--- src/rtl/car_bus_sequencer.sv ---
// car_bus_sequencer: arbitrates CAR address requests onto the Addr bus,
// applies the requester's post-inc/dec, and performs Xbus register copies.
// Optional build macro CAR_SEQ_FIXED_PRIO_EN selects fixed priority
// (pcra0 highest) instead of round-robin arbitration.
// Every output is a register loaded from the next-state decode, so the
// strobes for a state are visible exactly while that state is held.
module car_bus_sequencer #(
  parameter int ADDR_HOLD = 1
) (
  input  logic       clock_i,
  input  logic       clear_i,
  input  logic [4:0] req_i,
  input  logic [9:0] op_i,
  input  logic       xfer_req_i,
  input  logic [2:0] xfer_src_i,
  input  logic [2:0] xfer_dst_i,
  output logic       xfer_ack_o,
  output logic [4:0] gnt_o,
  output logic [4:0] addr_assert_n_o,
  output logic [4:0] xbus_assert_n_o,
  output logic [4:0] xbus_load_n_o,
  output logic [4:0] inc_o,
  output logic [4:0] dec_o,
  output logic       busy_o
);

  typedef enum logic [1:0] {IDLE, ADDR, POST, XFER} state_e;

  localparam logic [1:0] HOLD_M1 = 2'(ADDR_HOLD - 1);
  localparam logic [1:0] OP_INC  = 2'b01;
  localparam logic [1:0] OP_DEC  = 2'b10;

  state_e     state_q, state_d;
  logic [2:0] gidx_q, gidx_d;
  logic [1:0] op_q, op_d;
  logic [1:0] cnt_q, cnt_d;

  logic       ack_d, busy_d;
  logic [4:0] gnt_d, an_d, xa_d, xl_d, inc_d, dec_d;
  logic [4:0] gsel;
  logic [2:0] pick;
  logic       found;
  logic       xfer_ok;

`ifndef CAR_SEQ_FIXED_PRIO_EN
  logic [2:0] ptr_q, ptr_d;
  int         idx;

  // Round-robin pick: first requester at or after the pointer, wrapping 4->0.
  always_comb begin
    pick  = 3'd0;
    found = 1'b0;
    idx   = 0;
    for (int k = 0; k < 5; k++) begin
      idx = int'(ptr_q) + k;
      if (idx >= 5) idx = idx - 5;
      if (!found && req_i[idx]) begin
        pick  = 3'(idx);
        found = 1'b1;
      end
    end
  end
`else
  // Fixed-priority pick: lowest index wins.
  always_comb begin
    pick  = 3'd0;
    found = 1'b0;
    for (int k = 0; k < 5; k++) begin
      if (!found && req_i[k]) begin
        pick  = 3'(k);
        found = 1'b1;
      end
    end
  end
`endif

  assign xfer_ok = (xfer_src_i != xfer_dst_i) && (xfer_src_i <= 3'd4) && (xfer_dst_i <= 3'd4);

  // Next-state decode plus the output values that the next state implies.
  always_comb begin
    state_d = state_q;
    gidx_d  = gidx_q;
    op_d    = op_q;
    cnt_d   = cnt_q;
`ifndef CAR_SEQ_FIXED_PRIO_EN
    ptr_d   = ptr_q;
`endif
    ack_d   = 1'b0;
    xa_d    = 5'h1F;
    xl_d    = 5'h1F;
    case (state_q)
      IDLE: begin
        if (xfer_req_i) begin
          state_d = XFER;
          ack_d   = 1'b1;
          if (xfer_ok) begin
            xa_d = ~(5'b00001 << xfer_src_i);
            xl_d = ~(5'b00001 << xfer_dst_i);
          end
        end else if (found) begin
          state_d = ADDR;
          gidx_d  = pick;
          op_d    = 2'(op_i >> {pick, 1'b0});
          cnt_d   = HOLD_M1;
`ifndef CAR_SEQ_FIXED_PRIO_EN
          ptr_d   = (pick == 3'd4) ? 3'd0 : pick + 3'd1;
`endif
        end
      end
      ADDR: begin
        if (cnt_q == 2'd0)
          state_d = (op_q == OP_INC || op_q == OP_DEC) ? POST : IDLE;
        else
          cnt_d = cnt_q - 2'd1;
      end
      POST:    state_d = IDLE;
      XFER:    state_d = IDLE;
      default: state_d = IDLE;
    endcase

    gsel   = 5'b00001 << gidx_d;
    gnt_d  = (state_d == ADDR || state_d == POST) ? gsel : 5'h00;
    an_d   = (state_d == ADDR) ? ~gsel : 5'h1F;
    inc_d  = (state_d == POST && op_d == OP_INC) ? gsel : 5'h00;
    dec_d  = (state_d == POST && op_d == OP_DEC) ? gsel : 5'h00;
    busy_d = (state_d != IDLE);
  end

  // State and registered outputs; clear drops any operation in flight.
  always_ff @(posedge clock_i) begin
    if (clear_i) begin
      state_q         <= IDLE;
      gidx_q          <= 3'd0;
      op_q            <= 2'b00;
      cnt_q           <= 2'd0;
`ifndef CAR_SEQ_FIXED_PRIO_EN
      ptr_q           <= 3'd0;
`endif
      xfer_ack_o      <= 1'b0;
      gnt_o           <= 5'h00;
      addr_assert_n_o <= 5'h1F;
      xbus_assert_n_o <= 5'h1F;
      xbus_load_n_o   <= 5'h1F;
      inc_o           <= 5'h00;
      dec_o           <= 5'h00;
      busy_o          <= 1'b0;
    end else begin
      state_q         <= state_d;
      gidx_q          <= gidx_d;
      op_q            <= op_d;
      cnt_q           <= cnt_d;
`ifndef CAR_SEQ_FIXED_PRIO_EN
      ptr_q           <= ptr_d;
`endif
      xfer_ack_o      <= ack_d;
      gnt_o           <= gnt_d;
      addr_assert_n_o <= an_d;
      xbus_assert_n_o <= xa_d;
      xbus_load_n_o   <= xl_d;
      inc_o           <= inc_d;
      dec_o           <= dec_d;
      busy_o          <= busy_d;
    end
  end

endmodule

--- config.mk ---
export PLATFORM = sky130hd
export DESIGN_NAME = car_bus_sequencer
export DESIGN_NICKNAME = d
export VERILOG_FILES = /design/src/rtl/car_bus_sequencer.sv
export SDC_FILE = /design/constraint.sdc
export NUM_CORES = 1
export LEC_CHECK = 0
export BUFFER_PORTS_ARGS = -buffer_cell sky130_fd_sc_hd__buf_2
export CORE_MARGIN = 5
export CORE_UTILIZATION = 50
export CTS_CLUSTER_DIAMETER = 60
export DETAILED_ROUTE_END_ITERATION = 10
export GPL_TIMING_DRIVEN = 0
export PLACE_DENSITY_LB_ADDON = 0.2
export SKIP_LAST_GASP = 1
export SLEW_MARGIN = 0
export SYNTH_ARGS = -nofsm -noshare
export SYNTH_HDL_FRONTEND = slang
export SYNTH_SLANG_ARGS = --single-unit
--- constraint.sdc ---
create_clock -name clock_i -period 4.1 [get_ports clock_i]
set_input_delay 0.82 -clock clock_i [delete_from_list [all_inputs] [get_ports clock_i]]
set_output_delay 0.82 -clock clock_i [all_outputs]
set_load 0.1 [all_outputs]
## Word-level counts from Yosys, hierarchy flattened

Cells that the tools add are included.

- Add/subtract/negate cells: 11
- $lt $le $gt $ge: 12
- Equal/unequal tests: 14
- Shifts and indexed selects: 4
- Mux-type cells: 47
- Bitwise gates (word level): 10
- Reduce and logical (&&, ||, !) cells: 27

Operator list:

| cell | count |
|---|---|
| $lt A32 B5 Y1 const B | 5 |
| $mux W32 | 5 |
| $mux W3 | 9 |
| $mux W2 | 10 |
| $sub A4 B3 Y5 const B | 4 |
| $ge A4 B3 Y1 const B | 4 |
| $mux W1 | 16 |
| $bmux W1 S3 | 5 |
| $not A5 Y5 | 3 |
| $shl A1 B3 Y5 const A | 3 |
| $reduce_or A2 Y1 | 6 |
| $eq A2 B2 Y1 const B | 5 |
| $shr A10 B4 Y2 | 1 |
| $add A3 B2 Y4 const B | 2 |
| $eq A2 B1 Y1 const B | 4 |
| $logic_and A1 B1 Y1 | 8 |
| $not A1 Y1 | 7 |
| $le A3 B3 Y1 const B | 2 |
| $ne A2 B2 Y1 const B | 3 |
| $pmux W2 S3 | 1 |
| $add A3 B1 Y4 const B | 1 |
| $add A3 B3 Y4 const B | 1 |
| $logic_not A1 Y1 | 4 |
| $logic_not A2 Y1 | 2 |
| other kinds (12) | 14 |

- Flip-flop bits (word level): 44
- Input bits: 24
- Logic and storage cells: 138

## Logic depth before layout (Yosys ltp)

Gate-level depths: netlist of the first run.

- Word-level depth: 26
- Gate-level depth with buffers: 19
- Gate-level depth less buffers: 16

## Worst setup path after synthesis of the first run

Ideal clock, no wire load.

- Path type: register to register
- Start point: register ptr_q[0]
- End point: register inc_o[0]
- Data arrival time: 4.030 ns
- Data required time: 4.008 ns
- Slack: -0.022 ns
- Cell stages (with the launch flop): 18
- Clock period less this slack: 4.122 ns
- Path through: dfxtp_1 > buf_4 > buf_4 > inv_1 > ha_1 > inv_1 > ha_1 > a211o_1 > a211o_1 > a2111o_1 > and3_4 > nor3b_4 > nand2_1 > o31ai_1 > ha_1 > nor2b_1 > nand2_1 > nor4_1

- Cells in the longest elaborated chain, start to end: 26
- Elaborated cells between the ends (all ways): 68

RTL lines:

| element | RTL line | RTL |
|---|---|---|
| start, declared | 46 | `logic [2:0] ptr_q, ptr_d;` |
| start signal, assigned | 153 | `ptr_q <= ptr_d;` |
| branches (longest 26 deep; another with $sub A4 B3 Y5) | -- |  |
| end signal, assigned | 160 | `inc_o <= inc_d;` |
| end, declared | 22 | `output logic [4:0] inc_o,` |

Parallel ways; which one is timed is not known. The select of a mux whose other input is x is not followed.
A chain may end at the register's enable or synchronous reset.

## Final worst setup path of the first run

- Start point: register ptr_q[0]
- End point: register inc_o[2]

Same word-level chain as after synthesis.

==> out/qor.log, run 1 <==
qor: logic_synthesis.mappedNetlistArea 2950 µm²
qor: cells_and_area.n_fill_cell 397
qor: pwr.leakage 1.66 nW
qor: route.detailroute.wirelength.met2 4600 µm
qor: cells_and_area.drive_gt1_share 41.4%
qor: route.uppermost_layer_routed met4
qor: floorplanning.ios 56
qor: worst_setup_path.cp.required 4310 ps
qor: timing.final-hold-violation-count 0
qor: cells_and_area.finish.instance_area 4160 µm²
qor: clock_network.clk_latency_worst_skew_pair 300 ps
qor: pwr.vdd_drop_max 597 µV
qor: timing.finalSetupViolations 5
qor: placement.dp.final_hpwl 5680 µm
qor: timing.clock.fmax 241 MHz
qor: timing.period_share 101%
qor: timing.slew-limit-headroom 60.3%
qor: logic_synthesis.ys_seq_area_share 29.8%
qor: timing.post-route-worst-setup-slack -51.2 ps
qor: floorplanning.core_area 5820 µm²
qor: logic_synthesis.synth.yosys.warnings 0
qor: placement.gp_routability_congestion 0.924
qor: timing.unrepaired_setup_endpoints_after_global_routing true
qor: route.route.antenna.remaining_nets 0
qor: placement.postPlaceCellArea 3320 µm²
qor: placement.port-buffer-count 54
qor: pwr.comb_power_share 76.2%
qor: worst_setup_path.cp_slowest_stage_delay 460 ps
qor: timing.finalSetupTns -92.3 ps
qor: worst_setup_path.worst-setup-path-type flop to flop
qor: grt.grt-ovfl-total 0
qor: route.postRouteWirelength 9280 µm
qor: cells_and_area.multi_input_gate_area_in_the_final_layout 2320 µm²
qor: timing.timing.clock.skew 16.5 ps
qor: worst_setup_path.worst-path-max-fanout 6
qor: cells_and_area.layout.nets 473
qor: clock_network.clock_tree_from_tritoncts built
qor: floorplanning.die_area 7550 µm²
qor: logic_synthesis.yosysTopAreaCellShare 29.8%
qor: route.drt_first_pass_iters 5
qor: grt.globalRouteTotalUtil 21.5%
qor: clock_network.htree_num_levels 2
qor: route.drt-wirelength-per-cell 18.3 µm
qor: floorplanning.die_height 86.9 µm
qor: pwr.seq_power_share 14.7%
qor: logic_synthesis.yosysUniqueCellTypes 75
qor: worst_setup_path.critical_path.n_buffers_inverters 5
qor: route.routed-via-count 3,134
qor: worst_setup_path.critPathCaptureType flop
qor: pwr.p_sw 1.87 mW
qor: logic_synthesis.ys_ff_latch 44
qor: logic_synthesis.yosys.area.top_type sky130_fd_sc_hd__dfxtp_1
qor: clock_network.cts_buffer_depth 2
qor: run.drv_cap 0
qor: logic_synthesis.synth.net_count 377
qor: worst_setup_path.worst-endpoint-arrival 4360 ps
qor: logic_synthesis.syn-mean-instance-area 8.82 µm²
qor: route.post-route-drc-count 0
qor: cells_and_area.layout-area-overhead-vs-synth 40.7%
qor: grt.largest_net_degree_at_the_start_of_global_routing 16
qor: pwr.internal_power 1.81 mW
qor: grt.antenna_found_initial 0
qor: floorplanning.initial_utilization 50.8%
qor: timing.worst_pin_slew 594 ps
qor: min_path.hold_path_class flop to flop
qor: clock_network.cts_inserted_buffers 5
qor: clock_network.post_cts_hold_buffer_count 0
qor: worst_setup_path.critical_path.startpoint_type flop
qor: cells_and_area.num_antenna_cells 0
qor: pwr.power_frac_clock 9.1%
qor: clock_network.count_of_clock_tree_sinks 44
qor: floorplanning.die-width 86.9 µm
qor: logic_synthesis.synthTopCellsByArea sky130_fd_sc_hd__dfxtp_1, sky130_fd_sc_hd__ha_1, sky130_fd_sc_hd__nor2_1, sky130_fd_sc_hd__mux2i_1, sky130_fd_sc_hd__mux4_2
qor: route.met3RoutedLength 716 µm
qor: logic_synthesis.async_reset_ff_share 0%
qor: clock_network.cts.reportedPaths.clkPinSlew 90 ps
qor: worst_setup_path.critPathSlowestCell sky130_fd_sc_hd__a2111o_1
qor: logic_synthesis.gate_count_post_synth 335
qor: grt.grt_pass1_wl 13,000 µm
qor: route.detail_route.vias_per_cell 6.18
qor: route.drt_iter0_drc 311
qor: logic_synthesis.number_of_flops_mapped_to_enable_cells_by_yosys 0
qor: grt.vias_in_the_first_global_route 2,773
qor: pwr.power_density 884 nW/µm²
qor: route.met1_length 3720 µm
qor: clock_network.ctsRootBufferMaster sky130_fd_sc_hd__clkbuf_8
qor: cells_and_area.layout.core_utilization 71.5%
qor: floorplanning.fp-row-count 28
qor: pwr.power.switching_fraction 50.9%
qor: worst_setup_path.critical_path.cell_chain buf_8, buf_8, clkinvlp_4, ha_4, inv_2, ha_4, a211o_1, a211o_1, a2111o_1, and3_4, nor3b_4, buf_6, nand2_4, o31ai_4, ha_2, nor2b_4, nand2_4, nor4_4
qor: timing.finalCriticalPeriod 4150 ps
qor: worst_setup_path.path_delay_family compound AO/OA/AOI/OAI gates
qor: cells_and_area.seq_area 890 µm²
qor: timing.timing_max_transition_violations_final 0
qor: run_status.status finished, violations left
qor: logic_synthesis.synth_top_flop_cell sky130_fd_sc_hd__dfxtp_1
qor: run_status.failing_checks negative setup slack
[cell usage after synthesis, types with 5 or more instances]
cell type and count:
sky130_fd_sc_hd__nor3_1 7, sky130_fd_sc_hd__a211oi_1 6, sky130_fd_sc_hd__o21ai_0 6, sky130_fd_sc_hd__nand3b_1 5
sky130_fd_sc_hd__ha_1 18, sky130_fd_sc_hd__nand2_1 22, sky130_fd_sc_hd__inv_1 15, sky130_fd_sc_hd__nor4_1 9
sky130_fd_sc_hd__nand3_1 10, sky130_fd_sc_hd__nand2b_1 14, sky130_fd_sc_hd__mux2i_1 11, sky130_fd_sc_hd__dfxtp_1 44
sky130_fd_sc_hd__nor2b_1 9, sky130_fd_sc_hd__clkbuf_1 6, sky130_fd_sc_hd__nor2_1 39, sky130_fd_sc_hd__a21oi_1 16
[worst register-to-register path, cell delays in order (launching register included)]
cell and delay (ps):
sky130_fd_sc_hd__dfxtp_4 380, sky130_fd_sc_hd__buf_8 120, sky130_fd_sc_hd__buf_8 110, sky130_fd_sc_hd__clkinvlp_4 130
sky130_fd_sc_hd__ha_4 180, sky130_fd_sc_hd__inv_2 50, sky130_fd_sc_hd__ha_4 190, sky130_fd_sc_hd__a211o_1 330
sky130_fd_sc_hd__a211o_1 360, sky130_fd_sc_hd__a2111o_1 460, sky130_fd_sc_hd__and3_4 210, sky130_fd_sc_hd__nor3b_4 290
sky130_fd_sc_hd__buf_6 160, sky130_fd_sc_hd__nand2_4 50, sky130_fd_sc_hd__o31ai_4 200, sky130_fd_sc_hd__ha_2 220
sky130_fd_sc_hd__nor2b_4 220, sky130_fd_sc_hd__nand2_4 120, sky130_fd_sc_hd__nor4_4 290
[final timing paths]
path | from | to | slack, ps | depth (start not counted)
min reg2reg | cnt_q[0]$_SDFFE_PP0P_ | cnt_q[0]$_SDFFE_PP0P_ | 490 | 2
max | ptr_q[0]$_SDFFE_PP0P_ | inc_o[2]$_SDFF_PP0_ | -50 | 18
max reg2reg | ptr_q[0]$_SDFFE_PP0P_ | inc_o[2]$_SDFF_PP0_ | -50 | 18
min | cnt_q[0]$_SDFFE_PP0P_ | cnt_q[0]$_SDFFE_PP0P_ | 490 | 2
[power groups by stage]
stage	sequential, mW	clock, mW	combinational [mW]
floorplan	0.785	0	1.32
global placement	0.537	0	1.89
detailed placement	0.539	0	1.92
CTS	0.533	0.341	2.14
global route	0.545	0.361	2.95
finish	0.539	0.335	2.80
[registers in the layout, summed over array words and instances, names as in the netlist, 2 cells and up]
signal and count:
state_q 2, cnt_q 2, op_q 2, gidx_q 3, xbus_load_n_o 5, gnt_o 5, inc_o 5, dec_o 5
xbus_assert_n_o 5, ptr_q 3, addr_assert_n_o 5
[per-stage QoR]
step                cells  total power, mW  worst slack, ps  hold WS (ps)
global route          507             3.86             -184           514
floorplan             335             2.10             76.3           444
CTS                   481             3.02             8.86           494
global placement      464             2.43             -760           451
detailed placement    464             2.46             -845           469
finish                507             3.68            -51.2           490
[cells by family (layout without fill, tap and decap cells)]
| kind of cell | count (synthesis) | in the layout | synth area share, % |
|---|---|---|---|
| simple gates | 139 | 139 | 25.9 |
| xor+xnor | 7 | 7 | 2.08 |
| flops | 44 | 44 | 29.8 |
| mux | 16 | 16 | 7.24 |
| fa+ha+maj | 18 | 18 | 7.62 |
| compound gates | 83 | 83 | 23.0 |
| buf+inv | 28 | 125 | 4.32 |
[placed cells by master, fill, tap and decap left out, drive strengths merged, types with 3 or more instances in the layout]
| cell type | netlist | routed |
|---|---|---|
| a21oi | 16 | 16 |
| ha | 18 | 18 |
| nand2b | 14 | 14 |
| dfxtp | 44 | 44 |
| nand3b | 5 | 5 |
| inv | 15 | 13 |
| a211oi | 8 | 8 |
| xnor2 | 4 | 4 |
| nor2 | 39 | 39 |
| nand2 | 22 | 22 |
| o21ai | 8 | 8 |
| and3 | 4 | 4 |
| mux2i | 12 | 12 |
| xor2 | 3 | 3 |
| nor3b | 5 | 5 |
| nand3 | 11 | 11 |
| a31oi | 3 | 3 |
| a21boi | 4 | 4 |
| o22ai | 4 | 4 |
| clkbuf | 6 | 9 |
| nor2b | 9 | 9 |
| a22oi | 4 | 4 |
| mux4 | 4 | 4 |
| buf | 7 | 98 |
| nor3 | 8 | 8 |
| a21o | 3 | 3 |
| a32oi | 4 | 4 |
| a211o | 4 | 4 |
| nor4 | 10 | 10 |
[cell type report]
class | instances | area share [%]
buffer | 12 | 2.44
clock buffer | 5 | 1.66
clock inverter | 3 | 1.14
inverter | 15 | 1.54
multi-input combinational | 263 | 55.8
sequential | 44 | 21.4
tap | 75 | 2.26
timing repair buffer | 90 | 13.8
[layer usage]
metal  up-vias  track usage, %
li1       1443               -
met5         -               0
met4         0            6.80
met3        31            3.31
met2       178            36.0
met1      1482            28.2
[timing repair]
item                       CTS  global route
pin swaps                   13            31
gates resized for setup     37            50
buffers inserted            10            26
setup endpoints to repair   32            25
(Power assumes the default switching activity.)
==> run 2: changes to the inputs <==
- ABC_CLOCK_PERIOD_IN_PS: not set -> 5160
- CORE_UTILIZATION: 50 -> 60
- clock period: 4.1 -> 5.16 ns (I/O delays scaled with it)
==> run 2 against run 1 <==
The flow now finishes without violations. Global-route usage increased by 3.5 points. Design area decreased by 18%. Sequential share of layout area increased by 4.3 points. Sequential power decreased by 22%. Via count decreased by 11%. Maximum frequency decreased by 14%. Worst setup slack improved by 380 ps. Register-to-register slack improved by 380 ps. Critical path depth unchanged. Critical endpoint is now inc_o[0]$_SDFF_PP0_. Largest power group unchanged.
==> out/qor.log, run 2 (synthesis results as in run 1) <==
qor: run_status.status completed [was finished, violations left]
qor: timing.finalSetupViolations 0 [was 5]
qor: timing.post-route-worst-setup-slack 324 ps [was -51.2 ps]
qor: clock_network.clock_tree_from_tritoncts built [unchanged]
qor: worst_setup_path.setup.reg_to_reg.worst_slack 320 ps [was -50 ps]
qor: pwr.power_density 652 nW/µm² [was 884 nW/µm²]
qor: clock_network.count_of_clock_tree_sinks 44 [unchanged]
qor: placement.placement.setup.worst_slack 46.9 ps [was -845 ps]
qor: cells_and_area.n_fill_cell 377 [was 397]
qor: pwr.internal_power 1.07 mW [was 1.81 mW]
qor: floorplanning.die_height 80.2 µm [was 86.9 µm]
qor: route.drt_first_pass_iters 4 [was 5]
qor: grt.globalRouteTotalUtil 25.0% [was 21.5%]
qor: floorplanning.die-width 80.2 µm [was 86.9 µm]
qor: worst_setup_path.critical_path.startpoint_type flop [unchanged]
qor: cells_and_area.drive_gt1_share 25.0% [was 41.4%]
qor: clock_network.postCtsSetupBuffers 0 [was 10]
qor: clock_network.ctsRootBufferMaster sky130_fd_sc_hd__clkbuf_8 [unchanged]
qor: grt.largest_net_degree_at_the_start_of_global_routing 14 [was 16]
qor: worst_setup_path.worst-path-max-fanout 10 [was 6]
qor: route.postRouteWirelength 7720 µm [was 9280 µm]
qor: route.post-route-drc-count 0 [unchanged]
qor: grt.vias_in_the_first_global_route 2,657 [was 2,773]
qor: pwr.leakage 1.40 nW [was 1.66 nW]
qor: route.routed-via-count 2,803 [was 3,134]
qor: timing.timing.clock.skew 3.65 ps [was 16.5 ps]
qor: placement.port-buffer-count 54 [unchanged]
qor: placement.gp_routability_congestion 0.891 [was 0.924]
qor: route.route.antenna.remaining_nets 0 [unchanged]
qor: timing.period_share 93.7% [was 101%]
qor: cells_and_area.multi_input_gate_area_in_the_final_layout 1950 µm² [was 2320 µm²]
qor: min_path.hold_start cnt_q[0]$_SDFFE_PP0P_ [unchanged]
qor: pwr.p_total 2.23 mW [was 3.68 mW]
qor: floorplanning.initial_utilization 62.1% [was 50.8%]
qor: grt.grt-ovfl-total 0 [unchanged]
qor: pwr.vdd_drop_max 336 µV [was 597 µV]
qor: timing.slew-limit-headroom 66.6% [was 60.3%]
qor: placement.placed_cells_incl_taps 456 [was 464]
qor: cells_and_area.layout.cells.most_common sky130_fd_sc_hd__buf_2 [unchanged]
qor: route.detail_route.vias_per_cell 6.05 [was 6.18]
qor: worst_setup_path.worst_r2r_endpoint inc_o[0]$_SDFF_PP0_ [was inc_o[2]$_SDFF_PP0_]
qor: floorplanning.die_area 6430 µm² [was 7550 µm²]
qor: cells_and_area.finish.instance_area 3420 µm² [was 4160 µm²]
qor: clock_network.htree_num_levels 2 [unchanged]
qor: cells_and_area.seq_area 881 µm² [was 890 µm²]
qor: placement.postPlaceCellArea 3310 µm² [was 3320 µm²]
qor: timing.final-hold-violation-count 0 [unchanged]
qor: floorplanning.fp-row-count 25 [was 28]
qor: pwr.p_sw 1.16 mW [was 1.87 mW]
qor: min_path.hold-path-cell-count 2 [unchanged]
qor: floorplanning.core_area 4750 µm² [was 5820 µm²]
qor: worst_setup_path.cp.required 5350 ps [was 4310 ps]
qor: clock_network.cts_inserted_buffers 5 [unchanged]
qor: cells_and_area.num_antenna_cells 0 [unchanged]
qor: grt.grt_pass1_wl 12,700 µm [was 13,000 µm]
qor: timing.timing_max_transition_violations_final 0 [unchanged]
qor: timing.clock.fmax 207 MHz [was 241 MHz]
qor: cells_and_area.layout.nets 437 [was 473]
qor: pwr.comb_power_share 69.6% [was 76.2%]
qor: min_path.min_to cnt_q[0]$_SDFFE_PP0P_ [unchanged]
qor: worst_setup_path.worst-setup-path-type flop to flop [unchanged]
qor: worst_setup_path.r2r_startpoint ptr_q[0]$_SDFFE_PP0P_ [unchanged]
qor: timing.worst_pin_slew 501 ps [was 594 ps]
qor: clock_network.clk_latency_worst_skew_pair 290 ps [was 300 ps]
qor: cells_and_area.layout-area-overhead-vs-synth 15.8% [was 40.7%]
qor: route.drt-wirelength-per-cell 16.7 µm [was 18.3 µm]
qor: timing.finalSetupTns 0 ps [was -92.3 ps]
qor: clock_network.cts_buffer_depth 2 [unchanged]
qor: cells_and_area.layout_common_cells sky130_fd_sc_hd__buf_2, sky130_fd_sc_hd__dfxtp_1, sky130_fd_sc_hd__nor2_1, sky130_fd_sc_hd__nand2_1, sky130_fd_sc_hd__ha_1 [was sky130_fd_sc_hd__buf_2, sky130_fd_sc_hd__dfxtp_1, sky130_fd_sc_hd__nor2_1, sky130_fd_sc_hd__buf_4, sky130_fd_sc_hd__nand2_1]
qor: clock_network.cts.reportedPaths.clkPinSlew 80 ps [was 90 ps]
qor: worst_setup_path.timing.reg2reg.worst_path_depth 18 [unchanged]
qor: pwr.seq_power_share 19.0% [was 14.7%]
qor: pwr.power.switching_fraction 52.1% [was 50.9%]
qor: run.drv_cap 0 [unchanged]
qor: floorplanning.ios 56 [unchanged]
qor: timing.finalCriticalPeriod 4840 ps [was 4150 ps]
qor: worst_setup_path.worst-endpoint-arrival 5020 ps [was 4360 ps]
qor: route.drt_iter0_drc 260 [was 311]
qor: timing.unrepaired_setup_endpoints_after_global_routing false [was true]
qor: worst_setup_path.critPathCaptureType flop [unchanged]
qor: grt.antenna_found_initial 0 [unchanged]
qor: pwr.power_frac_clock 11.4% [was 9.1%]
qor: placement.dp.final_hpwl 5760 µm [was 5680 µm]
qor: min_path.hold_path_class flop to flop [unchanged]
qor: cells_and_area.instances_no_fill 463 [was 507]
[run 2: cell types whose count changed in the layout (fill, tap and decap cells not counted), moves of 5 or more]
| cell | before | now |
|---|---|---|
| sky130_fd_sc_hd__ha_1 | 12 | 17 |
| sky130_fd_sc_hd__nor4_2 | 6 | 1 |
| sky130_fd_sc_hd__nor4_1 | 1 | 9 |
| sky130_fd_sc_hd__buf_6 | 7 | 1 |
| sky130_fd_sc_hd__buf_4 | 31 | 3 |
| sky130_fd_sc_hd__nand2_1 | 17 | 22 |
[run 2: worst max path at each step]
stage,end,cells after the start,from,slack (ps)
after global placement,inc_o[0]$_SDFF_PP0_,15,ptr_q[1]$_SDFFE_PP0P_,130
after floorplan,inc_o[0]$_SDFF_PP0_,17,ptr_q[0]$_SDFFE_PP0P_,1040
after CTS,inc_o[0]$_SDFF_PP0_,16,ptr_q[0]$_SDFFE_PP0P_,50
final,inc_o[0]$_SDFF_PP0_,18,ptr_q[0]$_SDFFE_PP0P_,320
after detailed placement,inc_o[0]$_SDFF_PP0_,15,ptr_q[1]$_SDFFE_PP0P_,50
after global routing,inc_o[0]$_SDFF_PP0_,18,ptr_q[0]$_SDFFE_PP0P_,5
[run 2: worst max-delay path, stage by stage, from the launching register on]
cell and delay, ps:
sky130_fd_sc_hd__dfxtp_1 360, sky130_fd_sc_hd__buf_4 200, sky130_fd_sc_hd__buf_4 180, sky130_fd_sc_hd__inv_1 270, sky130_fd_sc_hd__ha_1 210, sky130_fd_sc_hd__inv_1 40
sky130_fd_sc_hd__ha_1 280, sky130_fd_sc_hd__clkbuf_1 360, sky130_fd_sc_hd__nor4_1 140, sky130_fd_sc_hd__a211o_1 320, sky130_fd_sc_hd__a2111o_1 450, sky130_fd_sc_hd__and3_4 210
sky130_fd_sc_hd__nor3b_4 340, sky130_fd_sc_hd__nand2_1 160, sky130_fd_sc_hd__o31ai_2 340, sky130_fd_sc_hd__ha_1 210, sky130_fd_sc_hd__nor2b_1 170, sky130_fd_sc_hd__nand2_1 170
sky130_fd_sc_hd__nor4_1 310
[run 2: power groups by stage]
stage / Sequential (mW) / Clock [mW] / Combinational, mW
finish: 0.423 / 0.255 / 1.55
global route: 0.429 / 0.279 / 1.68
CTS: 0.421 / 0.260 / 1.53
detailed placement: 0.429 / 0 / 1.52
global placement: 0.427 / 0 / 1.49
floorplan: 0.623 / 0 / 1.05
[run 2: metal layers]
layer  wire, µm  share of wire [%]  up-vias  global-route usage (%)
li1           -                  -     1355                       -
met1       3370                 44     1325                    32.7
met2       3730                 48      108                    40.2
met3        526                6.8       15                    6.39
met4        102                1.3        0                    7.77
met5          0                  0        -                       0
[run 2: layout make-up]
type / instances / area share (%)
Inverter: 15 / 1.65
Multi-Input combinational cell: 263 / 57.1
Buffer: 12 / 2.01
Clock buffer: 6 / 2.12
Clock inverter: 2 / 1.02
Tap cell: 67 / 2.45
Sequential cell: 44 / 25.7
Timing Repair Buffer: 54 / 7.90
[run 2: through the flow]
step                hold slack, ps  util, %
finish                         469     71.9
global placement               450     69.6
CTS                            475     71.9
detailed placement             465     69.6
global route                   492     71.9
floorplan                      444        -
[run 2: what timing repair did]
action                     4_1_cts  5_1_grt
resized for setup                1        2
setup endpoints to repair        1       14
pin swaps                        0        0
hold buffers                     0        0
